==> src/rtl/ball_motion_if.sv <==
// Pixel-side bundle for the ball engine: VGA coordinates and game controls in,
// ball colour and game status out.
interface ball_motion_if;
  logic [9:0]  x;
  logic [9:0]  y;
  logic        active_pixels;
  logic [9:0]  paddle_x;
  logic        launch;
  logic        brick_bounce;
  logic [23:0] ball_color;
  logic [1:0]  lives;
  logic        miss_pulse;
  logic        game_over;

  modport master (
    output x, y, active_pixels, paddle_x, launch, brick_bounce,
    input  ball_color, lives, miss_pulse, game_over
  );

  modport slave (
    input  x, y, active_pixels, paddle_x, launch, brick_bounce,
    output ball_color, lives, miss_pulse, game_over
  );
endinterface

==> src/rtl/ball_motion.sv <==
// Ball engine: per-frame position/velocity update, serve/miss/game-over sequencing,
// lives count and the per-pixel ball colour for the frame compositor.
module ball_motion #(
  parameter int unsigned SCREEN_W    = 640,
  parameter int unsigned SCREEN_H    = 480,
  parameter int unsigned BALL_SIZE   = 8,
  parameter int unsigned PADDLE_Y    = 440,
  parameter int unsigned PADDLE_W    = 80,
  parameter int unsigned SPEED       = 2,
  parameter int unsigned MISS_FRAMES = 60,
  parameter logic [23:0] BALL_COLOR  = 24'hFFFFFF
) (
  input logic          clk,
  input logic          rst,
  ball_motion_if.slave bus_io
);
  localparam int unsigned CntW = (MISS_FRAMES > 1) ? $clog2(MISS_FRAMES) : 1;

  localparam logic signed [11:0] Spd      = 12'(SPEED);
  localparam logic signed [11:0] Size     = 12'(BALL_SIZE);
  localparam logic signed [11:0] HalfSize = 12'(BALL_SIZE / 2);
  localparam logic signed [11:0] PadY     = 12'(PADDLE_Y);
  localparam logic signed [11:0] PadW     = 12'(PADDLE_W);
  localparam logic signed [11:0] HalfPadW = 12'(PADDLE_W / 2);
  localparam logic signed [11:0] ScrH     = 12'(SCREEN_H);
  localparam logic signed [11:0] XMax     = 12'(SCREEN_W - BALL_SIZE);

  localparam logic [9:0]      XMaxU    = 10'(SCREEN_W - BALL_SIZE);
  localparam logic [9:0]      HomeOffs = 10'((PADDLE_W - BALL_SIZE) / 2);
  localparam logic [9:0]      RestY    = 10'(PADDLE_Y - BALL_SIZE);
  localparam logic [9:0]      TickRow  = 10'(SCREEN_H);
  localparam logic [10:0]     SizeU    = 11'(BALL_SIZE);
  localparam logic [CntW-1:0] CntLast  = CntW'(MISS_FRAMES - 1);

  typedef enum logic [1:0] {StIdle, StPlay, StMiss, StOver} state_e;

  state_e          state_q, state_d;
  logic [9:0]      bx_q, bx_d, by_q, by_d, y_prev_q;
  logic            vx_neg_q, vx_neg_d, vy_neg_q, vy_neg_d;
  logic [1:0]      lives_q, lives_d;
  logic            miss_pulse_q, miss_pulse_d;
  logic            pend_q, pend_d;
  logic [CntW-1:0] miss_cnt_q, miss_cnt_d;

  logic               tick;
  logic [10:0]        trk_sum;
  logic [9:0]         bx_home;
  logic signed [11:0] bx_s, by_s, pad_s, dvx, dvy, nx, ny;
  logic               hit_paddle, hit_left;

  // One tick per frame: first cycle the row counter sits on the blanking row.
  assign tick = (bus_io.y == TickRow) && (y_prev_q != TickRow);

  assign trk_sum = {1'b0, bus_io.paddle_x} + {1'b0, HomeOffs};
  assign bx_home = (trk_sum > {1'b0, XMaxU}) ? XMaxU : trk_sum[9:0];

  assign bx_s  = signed'({2'b00, bx_q});
  assign by_s  = signed'({2'b00, by_q});
  assign pad_s = signed'({2'b00, bus_io.paddle_x});
  assign dvx   = vx_neg_q ? -Spd : Spd;
  assign dvy   = vy_neg_q ? -Spd : Spd;
  assign nx    = bx_s + dvx;
  assign ny    = by_s + dvy;

  assign hit_paddle = !vy_neg_q && (by_s + Size <= PadY) && (ny + Size > PadY) &&
                      (nx + Size > pad_s) && (nx < pad_s + PadW);
  assign hit_left   = (bx_s + HalfSize) < (pad_s + HalfPadW);

  always_ff @(posedge clk or posedge rst) begin
    if (rst) begin
      state_q      <= StIdle;
      bx_q         <= HomeOffs;
      by_q         <= RestY;
      vx_neg_q     <= 1'b0;
      vy_neg_q     <= 1'b1;
      lives_q      <= 2'd3;
      miss_pulse_q <= 1'b0;
      pend_q       <= 1'b0;
      miss_cnt_q   <= '0;
      y_prev_q     <= '0;
    end else begin
      state_q      <= state_d;
      bx_q         <= bx_d;
      by_q         <= by_d;
      vx_neg_q     <= vx_neg_d;
      vy_neg_q     <= vy_neg_d;
      lives_q      <= lives_d;
      miss_pulse_q <= miss_pulse_d;
      pend_q       <= pend_d;
      miss_cnt_q   <= miss_cnt_d;
      y_prev_q     <= bus_io.y;
    end
  end

  always_comb begin
    state_d      = state_q;
    bx_d         = bx_q;
    by_d         = by_q;
    vx_neg_d     = vx_neg_q;
    vy_neg_d     = vy_neg_q;
    lives_d      = lives_q;
    miss_cnt_d   = miss_cnt_q;
    miss_pulse_d = 1'b0;
    pend_d       = pend_q | bus_io.brick_bounce;
    if (tick) begin
      unique case (state_q)
        StIdle: begin
          bx_d = bx_home;
          by_d = RestY;
          if (bus_io.launch) begin
            state_d  = StPlay;
            vx_neg_d = 1'b0;
            vy_neg_d = 1'b1;
          end
        end
        StPlay: begin
          pend_d = bus_io.brick_bounce;
          if (nx[11]) begin
            bx_d     = '0;
            vx_neg_d = 1'b0;
          end else if (nx > XMax) begin
            bx_d     = XMaxU;
            vx_neg_d = 1'b1;
          end else begin
            bx_d = nx[9:0];
          end
          // Vertical rules in priority order; the paddle beats a pending brick bounce.
          if (ny[11]) begin
            by_d     = '0;
            vy_neg_d = 1'b0;
          end else if (hit_paddle) begin
            by_d     = RestY;
            vy_neg_d = 1'b1;
            vx_neg_d = hit_left;
          end else if (pend_q) begin
            vy_neg_d = !vy_neg_q;
          end else if (ny + Size >= ScrH) begin
            miss_pulse_d = 1'b1;
            pend_d       = 1'b0;
            lives_d      = (lives_q != 2'd0) ? lives_q - 2'd1 : 2'd0;
            if (lives_q <= 2'd1) begin
              state_d = StOver;
            end else begin
              state_d    = StMiss;
              miss_cnt_d = '0;
            end
          end else begin
            by_d = ny[9:0];
          end
        end
        StMiss: begin
          if (miss_cnt_q == CntLast) begin
            state_d = StIdle;
            bx_d    = bx_home;
            by_d    = RestY;
          end else begin
            miss_cnt_d = miss_cnt_q + CntW'(1);
          end
        end
        StOver: lives_d = '0;
        default: ;
      endcase
    end
  end

  always_comb begin
    bus_io.game_over  = (state_q == StOver);
    bus_io.ball_color = '0;
    if (bus_io.active_pixels && (state_q inside {StIdle, StPlay}) &&
        (bus_io.x >= bx_q) && ({1'b0, bus_io.x} < {1'b0, bx_q} + SizeU) &&
        (bus_io.y >= by_q) && ({1'b0, bus_io.y} < {1'b0, by_q} + SizeU)) begin
      bus_io.ball_color = BALL_COLOR;
    end
  end

  assign bus_io.lives      = lives_q;
  assign bus_io.miss_pulse = miss_pulse_q;
endmodule

==> src/flat_wrapper.sv <==
// flat-port wrapper written by rule: the top's interface ports become plain ports
module ball_motion_flat 
#(
  parameter int unsigned SCREEN_W    = 640,
  parameter int unsigned SCREEN_H    = 480,
  parameter int unsigned BALL_SIZE   = 8,
  parameter int unsigned PADDLE_Y    = 440,
  parameter int unsigned PADDLE_W    = 80,
  parameter int unsigned SPEED       = 2,
  parameter int unsigned MISS_FRAMES = 60,
  parameter logic [23:0] BALL_COLOR  = 24'hFFFFFF
)
  (clk, rst, bus_io_x, bus_io_y, bus_io_active_pixels, bus_io_paddle_x, bus_io_launch, bus_io_brick_bounce, bus_io_ball_color, bus_io_lives, bus_io_miss_pulse, bus_io_game_over);
  ball_motion_if bus_io_i ();
  input logic clk;
  input logic rst;
  input wire logic [$bits(bus_io_i.x)-1:0] bus_io_x;
  input wire logic [$bits(bus_io_i.y)-1:0] bus_io_y;
  input wire logic [$bits(bus_io_i.active_pixels)-1:0] bus_io_active_pixels;
  input wire logic [$bits(bus_io_i.paddle_x)-1:0] bus_io_paddle_x;
  input wire logic [$bits(bus_io_i.launch)-1:0] bus_io_launch;
  input wire logic [$bits(bus_io_i.brick_bounce)-1:0] bus_io_brick_bounce;
  output wire logic [$bits(bus_io_i.ball_color)-1:0] bus_io_ball_color;
  output wire logic [$bits(bus_io_i.lives)-1:0] bus_io_lives;
  output wire logic [$bits(bus_io_i.miss_pulse)-1:0] bus_io_miss_pulse;
  output wire logic [$bits(bus_io_i.game_over)-1:0] bus_io_game_over;
  assign bus_io_i.x = bus_io_x;
  assign bus_io_i.y = bus_io_y;
  assign bus_io_i.active_pixels = bus_io_active_pixels;
  assign bus_io_i.paddle_x = bus_io_paddle_x;
  assign bus_io_i.launch = bus_io_launch;
  assign bus_io_i.brick_bounce = bus_io_brick_bounce;
  assign bus_io_ball_color = bus_io_i.ball_color;
  assign bus_io_lives = bus_io_i.lives;
  assign bus_io_miss_pulse = bus_io_i.miss_pulse;
  assign bus_io_game_over = bus_io_i.game_over;
  ball_motion #(.SCREEN_W(SCREEN_W), .SCREEN_H(SCREEN_H), .BALL_SIZE(BALL_SIZE), .PADDLE_Y(PADDLE_Y), .PADDLE_W(PADDLE_W), .SPEED(SPEED), .MISS_FRAMES(MISS_FRAMES), .BALL_COLOR(BALL_COLOR)) u_core (.clk(clk), .rst(rst), .bus_io(bus_io_i));
endmodule
==> config.mk <==
export PLATFORM = sky130hd
export DESIGN_NAME = ball_motion_flat
export DESIGN_NICKNAME = d
export VERILOG_FILES = /design/src/rtl/ball_motion_if.sv /design/src/rtl/ball_motion.sv /design/src/flat_wrapper.sv
export SDC_FILE = /design/constraint.sdc
export NUM_CORES = 1
export LEC_CHECK = 0
export CORE_MARGIN = 5
export CORE_UTILIZATION = 30
export CTS_BUF_LIST = sky130_fd_sc_hd__clkbuf_16
export DETAILED_ROUTE_END_ITERATION = 10
export DONT_BUFFER_PORTS = 1
export PLACE_DENSITY = 0.53
export SLEW_MARGIN = 0
export SYNTH_ARGS = -nofsm -noshare
export SYNTH_HDL_FRONTEND = slang
export SYNTH_SLANG_ARGS = --single-unit
export TNS_END_PERCENT = 20
==> constraint.sdc <==
create_clock -name clk -period 10.26 [get_ports clk]
set_input_delay 3.078 -clock clk [delete_from_list [all_inputs] [get_ports clk]]
set_output_delay 3.078 -clock clk [all_outputs]
set_load 0.01 [all_outputs]
==> results of run 1 <==
-- cell type report --
class                           count  share of cell area
Multi-Input combinational cell    531               0.695
Timing Repair Buffer                6             0.00901
Clock inverter                      3             0.00407
Inverter                           55              0.0354
Sequential cell                    43               0.186
Tap cell                          229              0.0491
Clock buffer                        5              0.0214
-- metal layers --
layer	track usage	routed length, µm	vias to the layer above
li1	-	-	2346
met1	0.165	6590	2069
met2	0.219	6470	52
met3	0.0192	389	11
met4	0.0315	170	0
met5	0	0	-
-- power by group --
| part | total [mW] | internal [mW] | leakage [nW] | switching, mW |
|---|---|---|---|---|
| Clock | 0.167 | 0.0913 | 0.0664 | 0.0761 |
| Sequential | 0.182 | 0.175 | 0.489 | 0.00677 |
| Combinational | 0.206 | 0.0925 | 2.00 | 0.113 |
-- layout by cell type, fill, tap and decap left out, types with 11 or more instances in the layout --
cell type,count
xnor2_1,45
a21oi_1,41
xor2_1,12
ha_1,95
o21ai_1,11
a21o_1,20
o21ai_0,32
nor3_1,11
nand2_1,43
inv_1,53
nand3_1,22
nor2_1,41
dfrtp_1,34
-- critical path, delay by kind of cell --
kind                     cells  cell delay [ps]
AO/OA/AOI/OAI                9             1340
buffers and inverters        2              620
AND/OR/NAND/NOR              2              310
adder cells (fa/ha/maj)      1              260
-- flip-flops by register name, indices dropped and copies added, names as in the netlist --
register / count
u_core.vx_neg_q: 1
u_core.by_q: 9
u_core.vy_neg_q: 1
u_core.state_q: 2
u_core.pend_q: 1
u_core.bus_io.miss_pulse: 1
u_core.miss_cnt_q: 6
u_core.bx_q: 10
u_core.y_prev_q: 10
u_core.bus_io.lives: 2
-- path summary, 6_finish.rpt --
| check | end | slack [ps] |
|---|---|---|
| worst min-delay path | u_core.by_q[7] | 500 |
| max in group asynchronous | u_core.bx_q[3] | 6820 |
| worst min register to register | u_core.by_q[7] | 500 |
| min in group asynchronous | u_core.y_prev_q[0] | 2860 |
| worst max-delay path | bus_io_ball_color[10] | 1570 |
| worst max register to register | u_core.by_q[2] | 5110 |
-- logic make-up (layout without fill, tap and decap cells) --
kind of cell               after synthesis  count (layout)  synth area share
DFF                                     43              43             0.196
AOI/OAI and AO/OA                      197             197             0.244
xor gates and xnor gates                58              58            0.0927
buffers and inverters                   89              69            0.0776
and+or+nand+nor                        175             175             0.161
adders and majority gates               97              97             0.221
muxes                                    4               4           0.00765
-- stage by stage --
stage	std cells	setup WS, ps	hold WS [ps]	total power [mW]	utilization
final	872	1570	496	0.555	0.323
after global placement	864	1550	476	0.391	0.314
after CTS	872	1530	498	0.561	0.323
after floorplan	663	245	460	0.349	-
after global routing	872	1310	512	0.598	0.323
after detailed placement	864	1540	486	0.390	0.314
==> results.toml, run 1 <==
[run_status]
outcome = "complete, no violations"

[timing]
clock-skew-final_ps = 6.24
slew_violations = 0
fin_crit_sh = 0.847
setup_viol_count_final = 0
maxSlewHeadroom = 0.388
rsz0062_at_grt = "no"
period_needed_ps = 8690
max_freq_mhz = 115
finalHoldViolations = 0
fin_tns_setup_ps = 0
worst_slew_pin_slew_ps = 916

[final_layout]
n_antenna_cell = 0
fin_nets = 774
syn_to_final_growth_pct = 4.97
multi_input_area_um2 = 4050
fin_area_um2 = 5840
layout-drive-gt1-share = 0.0669
fillers = 1887
seq_area_um2 = 1090

[worst_hold_path]
min_from = "u_core.by_q[7]"
hold_class = "register to register"
hold_depth = 2

[drt]
drt_iter0_markers = 178
wl_mm = 13.6
drc = 0
wire_per_inst_um = 15.6
num_vias = 4478
viasPerCell = 5.14
antenna_left = 0
firstDrtPassIters = 5

[critical_path]
critical_path_required_ps = 7180
reg2reg_from = "u_core.vx_neg_q"
critPathLaunch = "bus_io_y[1]"
rr_worst_depth = 15
path_cells = "ha_1 > o21ai_0 > a21oi_1 > o21a_1 > o21a_1 > o21a_1 > o21a_1 > o21ai_0 > nand2b_1 > a21oi_1 > a31oi_1 > nor4_2 > buf_4 > buf_6"
critical-path-slowest-cell = "buf_4"
endpoint_kind = "primary output"
startpoint_type = "input pin"
cp_max_fo = 14
cpPeakStageDelay_ps = 390
crit_arrival_ps = 5610
crit_top_cell = "o21a_1"
crit_type = "input pin to primary output"

[power]
p_leak_nw = 2.56
p_per_area_nw_per_um2 = 95.1
peakVddDrop_mv = 0.0573

[cts]
cts_setup_buffers = 0
cts.sinks = 43
clock_latency_ps = 290
cts-root-buf = "clkbuf_16"
clockBufferDepth = 2
postCtsHoldBufs = 0
h-tree-depth = 2
cts_resized = 0
cts_tree = "built"
numCtsBuffers = 5
path_clk_slew_ps = 70

[floorplan]
core_um2 = 18100
die-area_um2 = 21400
start_util = 0.307
die_w_um = 146
rows = 49
die_h_um = 146
io_pins = 63

[global_route]
grt_overflow = 0
grt_pass1_wl_mm = 22.7
grt_pass1_vias = 4417
grtUsageTotal = 0.127
antenna_found_initial = 0
grt_max_degree = 44

[synth]
syn-cell-area_um2 = 5560
yosysTopAreaCell = "ha_1"
yosysUniqueCellTypes = 73
synth_fp_nets = 795
synth_edf_count = 0
yosysMostFrequentCell = "ha_1"
synth_warnings = 0
synth_top_area_frac = 0.214
async_reset_ff_frac = 1.00
ys.flop_type = "dfrtp_1"
syn_inst = 663
synth.avg_cell_area_um2 = 8.38
ys_seq_elements = 43
netlist_top_cells_count = "ha_1, inv_1, xnor2_1"
seq_area_frac_synth = 0.196
synthTopCellsByArea = "ha_1, dfrtp_1, xnor2_1"

[placement]
globalplace.congestion = 0.841
placed_area_um2 = 5690
hpwl_mm = 11.0
port_buffers = 0

[job]
max_cap_violations = 0
Power figures use the tool's default switching activity.
==> run 2: changes to the inputs <==
--- a/config.mk
+++ b/config.mk
@@ -10,7 +10,7 @@
 export CTS_BUF_LIST = sky130_fd_sc_hd__clkbuf_16
 export DETAILED_ROUTE_END_ITERATION = 10
 export DONT_BUFFER_PORTS = 1
-export PLACE_DENSITY = 0.53
+export PLACE_DENSITY = 0.54
 export SLEW_MARGIN = 0
 export SYNTH_ARGS = -nofsm -noshare
 export SYNTH_HDL_FRONTEND = slang
==> constraint.sdc (replaced) <==
create_clock -name clk -period 7.1 [get_ports clk]
set_input_delay 2.13 -clock clk [delete_from_list [all_inputs] [get_ports clk]]
set_output_delay 2.13 -clock clk [all_outputs]
set_load 0.01 [all_outputs]
==> results.toml, run 2 (synthesis gave the netlist of run 1 again) <==
[global_route]
grt_pass1_vias = 4377
antenna_found_initial = 0
grt_max_degree = 44
grtUsageMet1 = 0.161
grt_pass1_wl_mm = 22.3
grt_overflow = 0
top_usage_layer = "met2"
grt_use_met2 = 0.213
use_met3 = 0.0242
grtUsageTotal = 0.125

[floorplan]
start_util = 0.307
die_h_um = 146
rows = 49
die_w_um = 146
io_pins = 63
core_um2 = 18100
die-area_um2 = 21400

[critical_path]
critical-path-slowest-cell = "nor4_4"
startpoint_type = "input pin"
path_cells = "ha_1 > o21ai_2 > a21oi_1 > o21a_1 > o21a_1 > o21a_1 > o21a_1 > o21ai_0 > nand2b_1 > a21oi_2 > a31oi_2 > nor4_4 > clkbuf_16"
crit_top_cell = "o21a_1"
cp_max_fo = 11
endpoint_kind = "primary output"
reg2reg_slack_ps = 1950
cpPeakStageDelay_ps = 620
critical_path_required_ps = 4970
crit_arrival_ps = 4730
rr_worst_depth = 16
crit_type = "input pin to primary output"

[timing]
holdWs_ps = 484
max_freq_mhz = 146
layout_setup_ws_ps = 244
finalHoldViolations = 0
fin_crit_sh = 0.966
fin_tns_setup_ps = 0
worst_slew_pin_slew_ps = 1030
rsz0062_at_grt = "no"
slew_violations = 0
setup_viol_count_final = 0
maxSlewHeadroom = 0.309
period_needed_ps = 6860
clock-skew-final_ps = 4.98

[drt]
viasPerCell = 5.19
wire_per_inst_um = 15.4
firstDrtPassIters = 4
num_vias = 4514
drt_iter0_markers = 233
antenna_left = 0
wl_mm = 13.4
drc = 0

[placement]
hpwl_mm = 10.9
dp_slack_ps = 89.8
globalplace.congestion = 0.840
placed_area_um2 = 5710
port_buffers = 0

[final_layout]
layout_common_cells = "ha_1, inv_1, xnor2_1, nand2_1, nor2_1"
final_common_cell = "ha_1"
largest_registers = "u_core.bx_q: 10 flops, u_core.y_prev_q: 10 flops, u_core.by_q: 9 flops"
fin_nets = 772
syn_to_final_growth_pct = 5.63
layout-drive-gt1-share = 0.0686
fin_area_um2 = 5870
n_antenna_cell = 0

[cts]
path_clk_slew_ps = 60
cts_tree = "built"
postCtsHoldBufs = 0
clockBufferDepth = 2
cts-root-buf = "clkbuf_16"
clock_latency_ps = 300
cts.sinks = 43
numCtsBuffers = 5
h-tree-depth = 2

[power]
p_per_area_nw_per_um2 = 135
p_leak_nw = 2.56
peakVddDrop_mv = 0.0905

[job]
max_cap_violations = 0

[run_status]
outcome = "complete, no violations"

[worst_hold_path]
hold_class = "register to register"
hold_depth = 2
[run 2: critical path, delay by kind of cell]
kind,cells,cell delay [ps]
AND/OR/NAND/NOR,2,710
adder cells (fa/ha/maj),1,280
AO/OA/AOI/OAI,9,1260
buffers and inverters,1,350
[run 2: path summary, 6_finish.rpt]
kind,start,end
min in group asynchronous,rst,u_core.bus_io.miss_pulse
setup / recovery,bus_io_y[1],bus_io_ball_color[0]
hold / removal,u_core.by_q[7],u_core.by_q[7]
setup reg to reg,u_core.vx_neg_q,u_core.by_q[6]
max in group asynchronous,rst,u_core.bx_q[1]
hold reg to reg,u_core.by_q[7],u_core.by_q[7]
[run 2: repair_timing]
| action | in CTS | in global routing |
|---|---|---|
| gates resized for setup | 0 | 6 |
| setup buffers | 0 | 0 |
| endpoints found under the setup margin | 0 | 21 |
| hold endpoints to repair | 0 | 0 |
[run 2: metal layers]
metal | wire length (µm) | up-vias
li1 | - | 2346
met1 | 6380 | 2100
met2 | 6390 | 56
met3 | 439 | 12
met4 | 184 | 0
met5 | 0 | -
[run 2: metrics by stage]
step                utilization  cells  power, mW
floorplan                     -    663      0.505
global placement          0.316    862      0.566
detailed placement        0.316    862      0.566
CTS                       0.324    870      0.804
global route              0.325    870      0.856
finish                    0.325    870      0.794
[run 2: cell type report]
| class | instances | area, µm² |
|---|---|---|
| multi-input combinational | 531 | 4080 |
| timing repair buffer | 4 | 67.6 |
| clock inverter | 3 | 16.3 |
| fill | 1863 | 12200 |
| sequential | 43 | 1090 |
| inverter | 55 | 206 |
| clock buffer | 5 | 125 |
| tap | 229 | 287 |
[run 2: power breakdown]
| part | internal, mW | leakage [nW] | switching [mW] |
|---|---|---|---|
| sequential | 0.253 | 0.489 | 0.00953 |
| clock | 0.129 | 0.0710 | 0.103 |
| combinational | 0.134 | 2.00 | 0.165 |
==> RTL change 1: new RTL, flow settings as in run 2 <==
`MISS_FRAMES` is set to 60 in 2 places; all go to 90.
--- a/src/rtl/ball_motion.sv
+++ b/src/rtl/ball_motion.sv
@@ -9,3 +9,3 @@
   parameter int unsigned SPEED       = 2,
-  parameter int unsigned MISS_FRAMES = 60,
+  parameter int unsigned MISS_FRAMES = 90,
   parameter logic [23:0] BALL_COLOR  = 24'hFFFFFF
--- a/src/flat_wrapper.sv
+++ b/src/flat_wrapper.sv
@@ -9,3 +9,3 @@
   parameter int unsigned SPEED       = 2,
-  parameter int unsigned MISS_FRAMES = 60,
+  parameter int unsigned MISS_FRAMES = 90,
   parameter logic [23:0] BALL_COLOR  = 24'hFFFFFF
Check against the original RTL: no difference found for any inputs over 4 cycles, from zero or initial values and one cycle with rst high; that may be too few to reach the edited logic, so the function may still have changed.
==> RTL change 1 against run 2 <==
- sequential cell count up 1
- cell count grew 9.0%
- power rose by 52%
- first-iteration DRC count grew 45%
- wire length grew 11%
- critical path type unchanged
- synthesized area up 6.5%
- worst setup slack improved by 0.53 ns
- cell area grew 6.8%
- via count up 8.6%
==> RTL change 1: results <==
metrics = {
    "synthesis": {
        "yosysSeqAreaShare": 0.188,
        "ys_top_cells_by_area": "ha_1 (20%), dfrtp_1 (15%), xnor2_1 (6.2%)",
        "syn-num-nets": 843,
        "synthDistinctLibCells": 81,
        "synthTopCellsByCount": "ha_1 (96), inv_1 (58), nand2_1 (48)",
    },
    "global_routing": {
        "first_global_vias": 4719,
        "grt_max_degree": 45,
        "grt_pass1_wl_um": 24800,
    },
    "routing": {
        "drt_first_iter_violations": 338,
        "wl_per_cell_um": 15.7,
        "num_vias": 4902,
    },
    "status": {
        "status": "completed",
    },
    "cells_and_area": {
        "fin_nets": 815,
        "drive_gt1_frac": 0.0673,
        "fillCellCount": 2048,
    },
    "power": {
        "switching_share": 0.396,
        "vdd.ir_drop.worst_mv": 0.0902,
    },
    "setup_path": {
        "arrival_ns": 4.19,
        "ff2ff_path_depth": 17,
        "r2r_slack_ns": 1.89,
    },
    "worst_hold_path": {
        "whs_path_depth": 1,
        "holdPathEnd": "u_core.bus_io.lives[1]",
        "min_from": "u_core.bus_io.lives[1]",
    },
    "place": {
        "place_area_um2": 6050,
        "pre_cts_ws_ns": 0.728,
        "gp_congestion": 0.789,
    },
    "timing": {
        "worst_pin_slew_ns": 1.06,
    },
}
RTL change 1: per-layer routing:
layer  up-vias  routed length, um  track usage
li1       2534                  -            -
met1      2277               7260        0.188
met2        75               6720        0.214
met3        16                632       0.0274
met4         0                311       0.0430
met5         -                  0            0
RTL change 1: power groups by stage:
stage                     registers, mW  logic, mW  clock network (mW)
final                             0.273      0.597               0.341
after CTS                         0.273      0.597               0.350
after global routing              0.274      0.682               0.359
after detailed placement          0.277      0.592                   0
after floorplan                   0.271      0.476                   0
after global placement            0.277      0.595                   0
RTL change 1: layout make-up:
class / instances / area [um2] / area share
timing repair buffer: 2 / 27.5 / 0.00439
tap: 265 / 332 / 0.0529
clock inverter: 3 / 90.1 / 0.0144
inverter: 60 / 225 / 0.0359
clock buffer: 5 / 125 / 0.0200
multi-input combinational: 569 / 4360 / 0.695
sequential: 44 / 1110 / 0.177
RTL change 1: cell families (layout without fill, tap and decap cells):
group | count (synthesis) | count (layout) | share of synthesized area
AND/OR/NAND/NOR | 210 | 210 | 0.186
AO/OA/AOI/OAI | 206 | 206 | 0.255
adder cells (fa/ha/maj) | 98 | 98 | 0.210
buffers and inverters | 97 | 70 | 0.0784
XOR/XNOR | 51 | 51 | 0.0767
flip-flops | 44 | 44 | 0.188
multiplexers | 4 | 4 | 0.00676
RTL change 1: worst max path at each step:
stage	cells past startpoint	endpoint	slack [ns]	startpoint
after floorplan	12	bus_io_ball_color[10]	0.43	bus_io_y[1]
after global placement	12	bus_io_ball_color[16]	0.70	bus_io_y[1]
after detailed placement	12	bus_io_ball_color[16]	0.73	bus_io_y[1]
after CTS	12	bus_io_ball_color[16]	0.71	bus_io_y[1]
after global routing	12	bus_io_ball_color[2]	0.52	bus_io_y[1]
final	12	bus_io_ball_color[16]	0.78	bus_io_y[1]
RTL change 1: metrics by stage:
step / cells / hold WS, ns
final: 948 / 0.523
after global routing: 948 / 0.550
after CTS: 948 / 0.530
after detailed placement: 940 / 0.521
after global placement: 940 / 0.521
after floorplan: 710 / 0.494
RTL change 1: worst max-delay path, stage by stage:
cell and delay (ns):
ha_1 0.27, o21a_1 0.18, nor2_1 0.08, o21bai_1 0.06, a21o_1 0.17, a21o_1 0.17, a21oi_1 0.17, nor2b_1 0.06
o21ai_0 0.17, a21oi_1 0.15, nor3_4 0.24, buf_4 0.31
==> RTL change 2: new RTL, settings of run 2 <==
Made on the original files. Make the reset (`rst`) synchronous in one clocked block.
--- a/src/rtl/ball_motion.sv
+++ b/src/rtl/ball_motion.sv
@@ -68,3 +68,3 @@
 
-  always_ff @(posedge clk or posedge rst) begin
+  always_ff @(posedge clk) begin
     if (rst) begin
Function: differs if rst is asserted again (counterexample within 4 cycles, from zero or initial values and one cycle with rst high); with rst held inactive, the same outputs for 4 cycles.
==> RTL change 2 against run 2 <==
- wire length increased by 8.1%
- die area up 4.9%
- cell area increased by 4.5%
- synthesized area up 5.2%
- sequential cell count stayed put
- worst setup slack improved by 0.36 ns
- critical path type unchanged
Power is not compared: it rests on default switching activity, and its combinational part moved more than twofold at a synthesized area within 25%.
==> RTL change 2: results <==
metrics = {
    "cts": {
        "cts_buffer_depth": 2,
        "root_buffer": "clkbuf_16",
        "clk_latency_ns": 0.29,
        "cts.reportedPaths.clkPinSlew_ns": 0.06,
        "cts_buffers": 5,
        "cts_setup_buffers": 0,
        "ctsResizeCount": 0,
        "h-tree-depth": 2,
    },
    "power": {
        "power.leakage_nw": 2.46,
        "p_switching_mw": 0.149,
        "vdd.ir_drop.worst_mv": 0.0702,
    },
    "global_routing": {
        "grt_max_degree": 49,
        "grt_pass1_wl_um": 24200,
        "first_global_vias": 4917,
        "antenna_found_initial": 0,
        "grtUsageTotal": 0.131,
    },
    "cells_and_area": {
        "num_antenna_cells": 0,
        "stdcell_count": 987,
        "fin_nets": 853,
        "drive_gt1_frac": 0.0554,
        "top_regs": "u_core.bx_q: 10 flops, u_core.y_prev_q: 10 flops, u_core.by_q: 9 flops",
    },
    "setup_path": {
        "critPathMaxFanout": 13,
        "r2r_slack_ns": 1.97,
    },
    "place": {
        "dp_hpwl_um": 11900,
        "gp_congestion": 0.872,
        "post-place-cells": 979,
        "port_buffers": 0,
    },
    "routing": {
        "num_vias": 5058,
        "wl_per_cell_um": 14.7,
        "drt_first_iter_violations": 304,
        "firstDrtPassIters": 5,
    },
    "status": {
        "status": "completed",
    },
    "timing": {
        "fin_setup_tns_ns": 0,
        "slew_headroom": 0.445,
        "fin_worst_skew_ns": 0.00738,
    },
    "synthesis": {
        "ys_async_sr_fraction": 0,
        "yosysSeqAreaShare": 0.147,
        "synthCells": 755,
        "ys_top_cells_by_area": "ha_1 (20%), dfxtp_1 (15%), xnor2_1 (6.1%)",
        "ys.flop_type": "dfxtp_1",
        "syn-num-nets": 887,
        "synthDistinctLibCells": 79,
        "yosysWarnings": 0,
        "synthTopCellsByCount": "ha_1 (95), nor2_1 (67), inv_1 (61)",
    },
    "worst_hold_path": {
        "hp-class": "flip-flop to flip-flop",
    },
}
## RTL change 2: cell count changes after synthesis, sizes merged, moves of 11 or more
| cell | change |
|---|---|
| clkbuf | +12 |
| dfrtp | -34 |
| nor2b | +11 |
| dfxtp | +43 |
| a21oi | +16 |
| nor2 | +26 |
## RTL change 2: cell type report
| type | instances | area [um2] |
|---|---|---|
| well taps | 265 | 332 |
| inverters | 62 | 233 |
| fillers | 2107 | 13200 |
| repair buffers | 5 | 70.1 |
| clock inverters | 3 | 20.0 |
| multi-input cells | 604 | 4500 |
| flip-flops and latches | 43 | 861 |
| clock buffers | 5 | 125 |
## RTL change 2: critical path: stages
cell and delay [ns]:
ha_1 0.28, nor2b_1 0.13, o21ai_0 0.16, a21oi_1 0.10
o21a_1 0.16, o21ai_0 0.15, nand2b_1 0.08, a21oi_1 0.15
a2bb2oi_1 0.19, a21oi_1 0.12, nor4b_4 0.46, buf_12 0.25
## RTL change 2: path summary, 6_finish.rpt
kind | start | endpoint | cells past startpoint
max | bus_io_x[1] | bus_io_ball_color[11] | 12
min | u_core.bx_q[0] | u_core.bx_q[0] | 2
max reg2reg | u_core.vx_neg_q | u_core.by_q[1] | 17
min reg2reg | u_core.bx_q[0] | u_core.bx_q[0] | 2
## RTL change 2: kinds of logic after synthesis
family                     after synthesis  share of synthesized area
xor gates and xnor gates                50                     0.0761
AOI/OAI and AO/OA                      204                      0.240
adders and majority gates               97                      0.210
muxes                                   11                     0.0188
buffers and inverters                  108                     0.0870
DFF                                     43                      0.147
and+or+nand+nor                        242                      0.221
## RTL change 2: power groups by stage
stage	clock, mW	combinational (mW)	sequential (mW)
detailed placement	0	0.0802	0.252
global placement	0	0.0799	0.252
CTS	0.240	0.0808	0.246
global route	0.249	0.0924	0.246
floorplan	0	0.0730	0.251
finish	0.233	0.0809	0.246
## RTL change 2: routing by layer
| layer | global-route usage | part of all wire | vias up |
|---|---|---|---|
| li1 | - | - | 2651 |
| met1 | 0.182 | 0.50 | 2320 |
| met2 | 0.212 | 0.44 | 75 |
| met3 | 0.0254 | 0.052 | 12 |
| met4 | 0.0261 | 0.010 | 0 |
| met5 | 0 | 0 | - |
## RTL change 2: per-stage QoR
step	total power [mW]	util	instance area [um2]	hold WS, ns	setup WS (ns)
5_1_grt	0.588	0.317	6140	0.508	0.361
3_5_place_dp	0.332	0.310	5990	0.470	0.611
4_1_cts	0.567	0.317	6140	0.479	0.596
2_1_floorplan	0.324	-	5870	0.449	0.409
6_report	0.560	0.317	6140	0.475	0.603
3_3_place_gp	0.331	0.310	5990	0.477	0.613
